[src/rtl/fifo_sync_vr_if.sv]
// ============================================================================
// Module  : fifo_sync_vr_if
// Brief   : Valid/ready stream bundle used on both sides of fifo_sync_vr.
// Revision: 1.0 - initial release
// ============================================================================
`default_nettype none

interface fifo_sync_vr_if #(
    parameter int DWIDTH = 16
);
    logic              valid;
    logic [DWIDTH-1:0] data;
    logic              ready;

    modport master (output valid, output data, input  ready);
    modport slave  (input  valid, input  data, output ready);
endinterface

`default_nettype wire

[src/rtl/fifo_sync_vr.sv]
// ============================================================================
// Module  : fifo_sync_vr
// Brief   : First-word-fall-through synchronous FIFO with valid/ready on both
//           sides. Optional FIFO_BYPASS_EN gives a 0-latency path when empty.
// Revision: 1.0 - initial release
// ============================================================================
`default_nettype none

module fifo_sync_vr #(
    parameter int DWIDTH = 16,
    parameter int DEPTH  = 4
) (
    input  wire logic                   clk,
    input  wire logic                   rst,
    fifo_sync_vr_if.slave               in_if,
    fifo_sync_vr_if.master              out_if,
    output logic [$clog2(DEPTH):0]      count,
    output logic                        full,
    output logic                        empty
);
    localparam int                c_AW   = $clog2(DEPTH);
    localparam int                c_CW   = c_AW + 1;
    localparam logic [c_CW-1:0]   c_FULL = c_CW'(DEPTH);

    logic [DWIDTH-1:0] mem_q [DEPTH];
    logic [c_AW-1:0]   wr_ptr_q, wr_ptr_d;
    logic [c_AW-1:0]   rd_ptr_q, rd_ptr_d;
    logic [c_CW-1:0]   count_q, count_d;
    logic              in_ready_q, in_ready_d;
    logic              w_empty;
    logic              w_bypass;
    logic              w_push;
    logic              w_pop;

    assign w_empty = (count_q == '0);

    always_comb begin
`ifdef FIFO_BYPASS_EN
        // An empty FIFO hands the upstream word straight through when taken now.
        w_bypass      = w_empty && in_if.valid && out_if.ready;
        out_if.valid  = !w_empty || in_if.valid;
        out_if.data   = w_empty ? in_if.data : mem_q[rd_ptr_q];
`else
        w_bypass      = 1'b0;
        out_if.valid  = !w_empty;
        out_if.data   = mem_q[rd_ptr_q];
`endif
    end

    always_comb begin
        w_push   = in_if.valid && in_ready_q && !w_bypass;
        w_pop    = !w_empty && out_if.ready;
        wr_ptr_d = w_push ? wr_ptr_q + c_AW'(1) : wr_ptr_q;
        rd_ptr_d = w_pop  ? rd_ptr_q + c_AW'(1) : rd_ptr_q;
        count_d  = count_q;
        case ({w_push, w_pop})
            2'b10:   count_d = count_q + c_CW'(1);
            2'b01:   count_d = count_q - c_CW'(1);
            default: count_d = count_q;
        endcase
        // Registered so in_ready never sees out_ready combinationally.
        in_ready_d = (count_d != c_FULL);
    end

    always_ff @(posedge clk or negedge rst) begin
        if (!rst) begin
            wr_ptr_q   <= '0;
            rd_ptr_q   <= '0;
            count_q    <= '0;
            in_ready_q <= 1'b0;
        end else begin
            wr_ptr_q   <= wr_ptr_d;
            rd_ptr_q   <= rd_ptr_d;
            count_q    <= count_d;
            in_ready_q <= in_ready_d;
        end
    end

    always_ff @(posedge clk) begin
        if (w_push) begin
            mem_q[wr_ptr_q] <= in_if.data;
        end
    end

    assign in_if.ready = in_ready_q;
    assign count       = count_q;
    assign full        = (count_q == c_FULL);
    assign empty       = w_empty;

endmodule

`default_nettype wire

[src/flat_wrapper.sv]
// flat-port wrapper written by rule: the top's interface ports become plain ports
module fifo_sync_vr_flat 
#(
    parameter int DWIDTH = 16,
    parameter int DEPTH  = 4
)
  (clk, rst, count, full, empty, in_if_valid, in_if_data, in_if_ready, out_if_valid, out_if_data, out_if_ready);
  fifo_sync_vr_if #(.DWIDTH(DWIDTH)) in_if_i ();
  fifo_sync_vr_if #(.DWIDTH(DWIDTH)) out_if_i ();
  input  wire logic clk;
  input  wire logic rst;
  output logic [$clog2(DEPTH):0] count;
  output logic full;
  output logic empty;
  input wire logic [$bits(in_if_i.valid)-1:0] in_if_valid;
  input wire logic [$bits(in_if_i.data)-1:0] in_if_data;
  output wire logic [$bits(in_if_i.ready)-1:0] in_if_ready;
  output wire logic [$bits(out_if_i.valid)-1:0] out_if_valid;
  output wire logic [$bits(out_if_i.data)-1:0] out_if_data;
  input wire logic [$bits(out_if_i.ready)-1:0] out_if_ready;
  assign in_if_i.valid = in_if_valid;
  assign in_if_i.data = in_if_data;
  assign in_if_ready = in_if_i.ready;
  assign out_if_valid = out_if_i.valid;
  assign out_if_data = out_if_i.data;
  assign out_if_i.ready = out_if_ready;
  fifo_sync_vr #(.DWIDTH(DWIDTH), .DEPTH(DEPTH)) u_core (.clk(clk), .rst(rst), .in_if(in_if_i), .out_if(out_if_i), .count(count), .full(full), .empty(empty));
endmodule
[config.mk]
export PLATFORM = sky130hd
export DESIGN_NAME = fifo_sync_vr_flat
export DESIGN_NICKNAME = d
export VERILOG_FILES = /design/src/rtl/fifo_sync_vr_if.sv /design/src/rtl/fifo_sync_vr.sv /design/src/flat_wrapper.sv
export SDC_FILE = /design/constraint.sdc
export NUM_CORES = 1
export LEC_CHECK = 0
export ABC_AREA = 1
export CAP_MARGIN = 10
export CORE_MARGIN = 1.5
export CORE_UTILIZATION = 53
export CTS_CLUSTER_SIZE = 30
export DETAILED_ROUTE_END_ITERATION = 8
export GPL_TIMING_DRIVEN = 0
export PLACE_DENSITY = 0.83
export SLEW_MARGIN = 25
export SYNTH_ARGS = -nofsm -noshare
export SYNTH_HDL_FRONTEND = slang
export SYNTH_SLANG_ARGS = --single-unit
[constraint.sdc]
create_clock -name clk -period 2.7 [get_ports clk]
set_clock_uncertainty 0.15 [all_clocks]
set_input_delay 0.405 -clock clk [delete_from_list [all_inputs] [get_ports clk]]
set_output_delay 0.405 -clock clk [all_outputs]
set_load 0.01 [all_outputs]
== Yosys cells after proc, flatten, opt, wreduce, memory -nomap -nowiden ==
Memory sizes are Yosys's and may differ from the RTL's.
Cells that the tools add are included.
Word-level totals
  bits in writable memories: 64
  input port bits: 20
  ROM bits: 0
  memories: 1
  word-level logic and storage cells: 20
  bits in latches: 0
  output and inout port bits: 23
  bits in registers: 8
Memories
  u_core.mem_q: words 4, width 16, rd ports 1, clocked after Yosys merged registers in 0, write ports 1, RTL line fifo_sync_vr.sv:25  | logic [DWIDTH-1:0] mem_q [DEPTH];
Cells by class
  muxes and demuxes: 3
  $add $sub $neg: 4
  shifts and indexed selects: 0
  div/mod/pow operators: 0
  reduce and logical (&&, ||, !) cells: 4
  bitwise logic cells: 0
  multiply operators: 0
  $lt $le $gt $ge: 0
  equality and inequality tests: 4
Operator list (count)
  $pmux 3 s2: 1
  $add 2x1->2 const B: 2
  $add 3x1->3 const B: 1
  $eq 3x3->1 const B: 1
  $logic_not 3->1: 1
  $ne 3x3->1 const B: 1
  $sub 3x1->3 const B: 1
  $eq 2x1->1 const B: 1
  $eq 2x2->1 const B: 1
  $logic_and 1x1->1: 2
  $mux 1: 2
  $logic_not 1->1: 1

== Longest topological paths before layout ==
  word-level depth: 6
  gate-level depth with buffers: 13
  depth with buffers taken out: 13

== Worst setup path before layout ==
OpenSTA, ideal clock, no wires.
  path type: register to register
  start: reg u_core.count_q[1], in the netlist u_core.count[1]
  end: reg u_core.in_ready_q, in the netlist u_core.in_if.ready
  setup time: 65 ps
  cell stages (with the launch flop): 11
  data required time: 2485 ps
  clock period less this slack: 1992 ps
  buffers on the path: 0
  slack: 708 ps
  data arrival time: 1777 ps
  path through: dfrtp_1 > inv_1 > nand3_2 > nand2_2 > inv_1 > ha_1 > inv_1 > fa_1 > o21ai_0 > nor2_1 > nand2_1
Between the ends
  cells in the longest elaborated chain, start to end: 6
  elaborated cells on any way between the ends: 9
  those cells by class: 2 x add/sub; 3 x eq/ne; 1 x mux; 3 x reduce/logical
Ends and longest elaborated chain
  start: declaration: RTL line fifo_sync_vr.sv:28  | logic [c_CW-1:0] count_q, count_d;
  start signal: assignment: RTL line fifo_sync_vr.sv:74  | count_q <= count_d;
  $logic_not 3->1 (*): RTL line fifo_sync_vr.sv:35  | assign w_empty = (count_q == '0);
  $logic_not 1->1 (*)
  named net out_if_valid: RTL line flat_wrapper.sv:18  | output wire logic [$bits(out_if_i.valid)-1:0] out_if_valid;
  $logic_and 1x1->1 (*): RTL line fifo_sync_vr.sv:52  | w_pop = !w_empty && out_if.ready;
  named net u_core.w_pop: RTL line fifo_sync_vr.sv:33  | logic w_pop;
  $eq 2x1->1 / $eq 2x2->1 (equally long branches): RTL line fifo_sync_vr.sv:56  | case ({w_push, w_pop})
  $pmux 3 s2 (*): RTL line fifo_sync_vr.sv:56
  named net u_core.count_d[1]: RTL line fifo_sync_vr.sv:28
  $ne 3x3->1 (*): RTL line fifo_sync_vr.sv:62  | in_ready_d = (count_d != c_FULL);
  named net u_core.in_ready_d: RTL line fifo_sync_vr.sv:29  | logic in_ready_q, in_ready_d;
  end signal: assignment: RTL line fifo_sync_vr.sv:75  | in_ready_q <= in_ready_d;
  end: declaration: RTL line fifo_sync_vr.sv:29
Mark *: on every way through the listed nets, which the timed path passes. The rest lies on a longest branch.
A chain may end at the register's enable or synchronous reset.

== Worst setup path after layout ==
  start: reg u_core.rd_ptr_q[1]
  end: out out_if_data[3]
Between the ends
  cells in the longest elaborated chain, start to end: 1
Ends and longest elaborated chain
  start: declaration: RTL line fifo_sync_vr.sv:27  | logic [c_AW-1:0] rd_ptr_q, rd_ptr_d;
  start signal: assignment: RTL line fifo_sync_vr.sv:73  | rd_ptr_q <= rd_ptr_d;
  $mem_v2 4x16
  end: declaration: RTL line flat_wrapper.sv:19  | output wire logic [$bits(out_if_i.data)-1:0] out_if_data;
Every way passes these cells.

==> results <==
- For this block, the initial DRC count from the detailed router was 167.
- The number of H-tree branching levels is 3.
- The predominant post-synthesis flop cell is sky130_fd_sc_hd__edfxtp_1.
- The multi-input combinational cells in the finished layout cover a total of ~600 sq um.
- The critical path goes through buf_4 > clkinv_2 > buf_6 > o21ai_1 > o22ai_1 > clkdlybuf4s50_1.
- The reported leakage power is 1.30 nW.
- The library cell contributing the largest single delay on the critical path is sky130_fd_sc_hd__clkdlybuf4s50_1.
- At the worst endpoint, the arrival time is 1.96 ns.
- The post-layout utilization of the core is 70.1%.
- The chip width is 76.8 microns.
- Entering global routing, the biggest net connects 17 pins.
- The number of distinct library cells after synthesis is 23.
- The number of instances in the placed design is 324.
- The number of antenna violations at the first check in global routing is 0.
- Once the floorplan was initialized, standard cells occupied between 50% and 60% of the core.
- The number of non-filler instances in the completed layout is 340.
- In this run the remaining antenna-violating nets after routing total 0.
- The logic depth of the worst path, buffers included is 6.
- The smallest clock period supported by the final layout is computed as 2.52 ns.
- Yosys mapped a number of flops with a built-in enable equal to 64.
- At the pin with the least slew margin, the transition time is 0.950 ns.
- For this design, the CTS-stage hold fixing added 0 buffers.
- The placed instance area is 3430 sq um.
- The residual overflow from global routing is 0.
- Setup repair after global routing left no endpoint under its margin.
- The start-to-end type of the worst setup path is flop to output pin.
- The count of input and output buffers is 42.
- The height of the chip is 76.8 microns.
- The final-stage net count is 291.
- The detailed-router iteration count before antenna repair is 4.
- The power per cell area is 1140 nW/um^2.
- The routed layout has 1785 vias.
- The critical path contains buffers and inverters numbering 4 combined.
- Synthesis produced 210 cells.
- The number of I/O pins is 43.
- The synthesis-stage register bit count is 72.
- The clock passes through at most 2 buffers.
- Measured in cells, the most critical reg-to-reg path has a length of 10.
- The floorplan step defined a die boundary enclosing between 5000 and 6000 sq um.
- The longest individual stage delay on the worst path is 0.59 ns.
- Across the VDD grid, the largest voltage drop is 0.764 mV.
- The antenna diode instance count is 0.
- The wire length reported by the detailed router is 5610 microns.
- Yosys printed 0 warnings.
- For this design, the sink count on the clock tree is 72.
- Fill cells in the final layout number 352.
- The number of DRC violations after detailed routing is 0.
- The master cell of the clock root buffer is sky130_fd_sc_hd__clkbuf_8.
- The final number of max-transition violations came to 0.
- A synthesized cell averages between 10 and 15 sq um.
- Along the worst path, the maximum fanout reaches 10.
- The layout-stage area growth over the synthesis result is 25.5%.
- The later pin in the worst-skew pair is clocked with a latency of approximately 0.32 ns.
- The sequential cells in the finished layout cover a total of 2120 sq um.
- Of the cells placed in the final design, the portion with a size suffix greater than 1 is 13.3%.
- The clock transition at the registers of the reported paths is 0.07 ns.
- The first global-routing pass estimated 9200 microns of wire.
- The highest clock rate is slightly below 400 MHz.
- The wire-length estimate of the detail-placed layout is 3710 microns.
- Max-cap violations in this run came to 0.
- The initialized floorplan defines 26 standard-cell rows.
- The number of clock buffers added by TritonCTS is 9.
- The count of buffers added by post-CTS timing repair for setup is 0.
- Measured against its own limit, the worst slew margin works out to 36.6%.
- The final count of hold timing violations was 0.
- The smallest setup slack after layout is ~0.18 ns.
- The final estimated routing congestion in global placement is 0.690.
- TritonCTS built the clock tree.
- The top cell family by delay on the critical path is buffers and inverters.
- The number of global-route vias before repair is 1885.
- The startpoint type of the worst setup path is a flop.
- The final instance area is 3620 sq um.
- Synthesis produced a netlist with a net count of 236.
- The path class of the tightest hold or removal check is input pin to async pin.
- Counting flops with an async set or reset pin after synthesis yields a share of around 11%.
- The core area is 5170 sq um.
- In the final routed layout, each cell accounts on average for 16.5 microns.
- After clock tree synthesis, the repair step resized 0 gates.
- The share of synthesized area occupied by flip-flops and latches is between 70% and 80%.
- OpenSTA, run right after detailed placement, puts the worst setup slack at 0.210 ns.
- The total setup violations reported at the end of the flow is 0.
- Of the available clock period, the critical path in the final layout requires just over 90%.
- The synthesized netlist occupies a cell area of 2890 sq um.
- The worst setup path is captured at an output pin.
- At the worst endpoint, the required time is between 2 and 2.5 ns.
- The average via count per standard cell is 5.25.
- The run finished with clean final reports.
- The overall fraction of global-route tracks in use is around a fifth.
==> worst reg2reg max path, cell delays in order (launching register included) <==
cell,delay [ns]
sky130_fd_sc_hd__dfrtp_1,0.42
sky130_fd_sc_hd__inv_1,0.12
sky130_fd_sc_hd__nand3_2,0.11
sky130_fd_sc_hd__nand2_2,0.11
sky130_fd_sc_hd__inv_1,0.05
sky130_fd_sc_hd__ha_1,0.20
sky130_fd_sc_hd__inv_1,0.09
sky130_fd_sc_hd__fa_1,0.41
sky130_fd_sc_hd__o21ai_0,0.24
sky130_fd_sc_hd__nor2_1,0.09
sky130_fd_sc_hd__nand2_1,0.07
==> layout make-up <==
cell class | count | area share, %
multi-input cells | 112 | 16.8
plain buffers | 10 | 2.80
clock buffers | 10 | 3.52
inverters | 16 | 1.83
repair buffers | 44 | 12.2
well taps | 70 | 2.42
flip-flops and latches | 72 | 58.6
clock inverters | 6 | 1.86
==> placed cells by master, fill, tap and decap left out, types with 2 or more instances in the layout <==
master	n
sky130_fd_sc_hd__clkinv_2	2
sky130_fd_sc_hd__xnor2_1	2
sky130_fd_sc_hd__inv_6	3
sky130_fd_sc_hd__nor2_2	4
sky130_fd_sc_hd__edfxtp_1	64
sky130_fd_sc_hd__o21ai_1	15
sky130_fd_sc_hd__nand2_1	8
sky130_fd_sc_hd__clkinvlp_4	2
sky130_fd_sc_hd__clkbuf_8	9
sky130_fd_sc_hd__nor2_1	34
sky130_fd_sc_hd__ha_1	5
sky130_fd_sc_hd__xor2_1	2
sky130_fd_sc_hd__buf_6	9
sky130_fd_sc_hd__buf_4	3
sky130_fd_sc_hd__clkdlybuf4s50_1	42
sky130_fd_sc_hd__o21ai_0	19
sky130_fd_sc_hd__o22ai_1	16
sky130_fd_sc_hd__inv_1	13
sky130_fd_sc_hd__dfrtp_1	8
==> cell usage after synthesis (2+ instances only) <==
cell type                  instances  share of area [%]
sky130_fd_sc_hd__buf_4             3               0.78
sky130_fd_sc_hd__nor2_1           38                4.9
sky130_fd_sc_hd__buf_6             7                2.7
sky130_fd_sc_hd__xor2_1            2               0.61
sky130_fd_sc_hd__inv_1            13                1.7
sky130_fd_sc_hd__edfxtp_1         64                 67
sky130_fd_sc_hd__o21ai_0          19                3.3
sky130_fd_sc_hd__xnor2_1           2               0.61
sky130_fd_sc_hd__o22ai_1          16                3.5
sky130_fd_sc_hd__o21ai_1          15                2.6
sky130_fd_sc_hd__ha_1              5                2.2
sky130_fd_sc_hd__nand2_1           8                1.0
sky130_fd_sc_hd__dfrtp_1           8                6.9
==> path summary, 6_finish.rpt <==
| kind | start | end | slack, ns |
|---|---|---|---|
| max | u_core.rd_ptr_q[1]$_DFFE_PN0P_ | out_if_data[3] | 0.18 |
| min | rst | u_core.count[2]$_DFF_PN0_ | 0.22 |
| max reg2reg | u_core.count[1]$_DFF_PN0_ | u_core.in_if.ready$_DFF_PN0_ | 0.59 |
| min reg2reg | u_core.count[2]$_DFF_PN0_ | u_core.count[2]$_DFF_PN0_ | 0.39 |
| max in group asynchronous | rst | u_core.rd_ptr_q[1]$_DFFE_PN0P_ | 1.89 |
| min in group clk | u_core.count[2]$_DFF_PN0_ | u_core.count[2]$_DFF_PN0_ | 0.39 |
==> state kept, by name (all words and copies together) (netlist names) <==
register and cells:
u_core.count 3, u_core.in_if.ready 1, u_core.mem_q 64, u_core.rd_ptr_q 2, u_core.wr_ptr_q 2
==> metrics by stage <==
step | hold WS, ns | power (mW) | setup TNS [ns]
after floorplan | -0.0406 | 2.55 | 0
after global placement | 0.366 | 3.28 | -7.13
after detailed placement | 0.376 | 3.35 | 0
after CTS | 0.229 | 4.17 | 0
after global routing | 0.231 | 4.39 | 0
final | 0.224 | 4.15 | 0
==> logic make-up after synthesis <==
kind of cell	after synthesis	share of synthesized area, %
flops	72	73.5
xor+xnor	4	1.21
simple gates	51	7.11
buf+inv	26	5.81
fa+ha+maj	6	2.86
compound gates	51	9.53
==> routing by layer <==
metal	routed length, microns	track usage [%]
met2	2780	33.1
met4	48	8.15
met5	0	0
met3	358	4.64
met1	2430	28.2
==> power by group <==
| part | leakage (nW) | internal (mW) | switching (mW) |
|---|---|---|---|
| Sequential | 0.678 | 1.47 | 0.0795 |
| Combinational | 0.526 | 0.815 | 0.956 |
| Clock | 0.0933 | 0.432 | 0.395 |
| Total | 1.30 | 2.72 | 1.43 |
(Power assumes the default switching activity.)
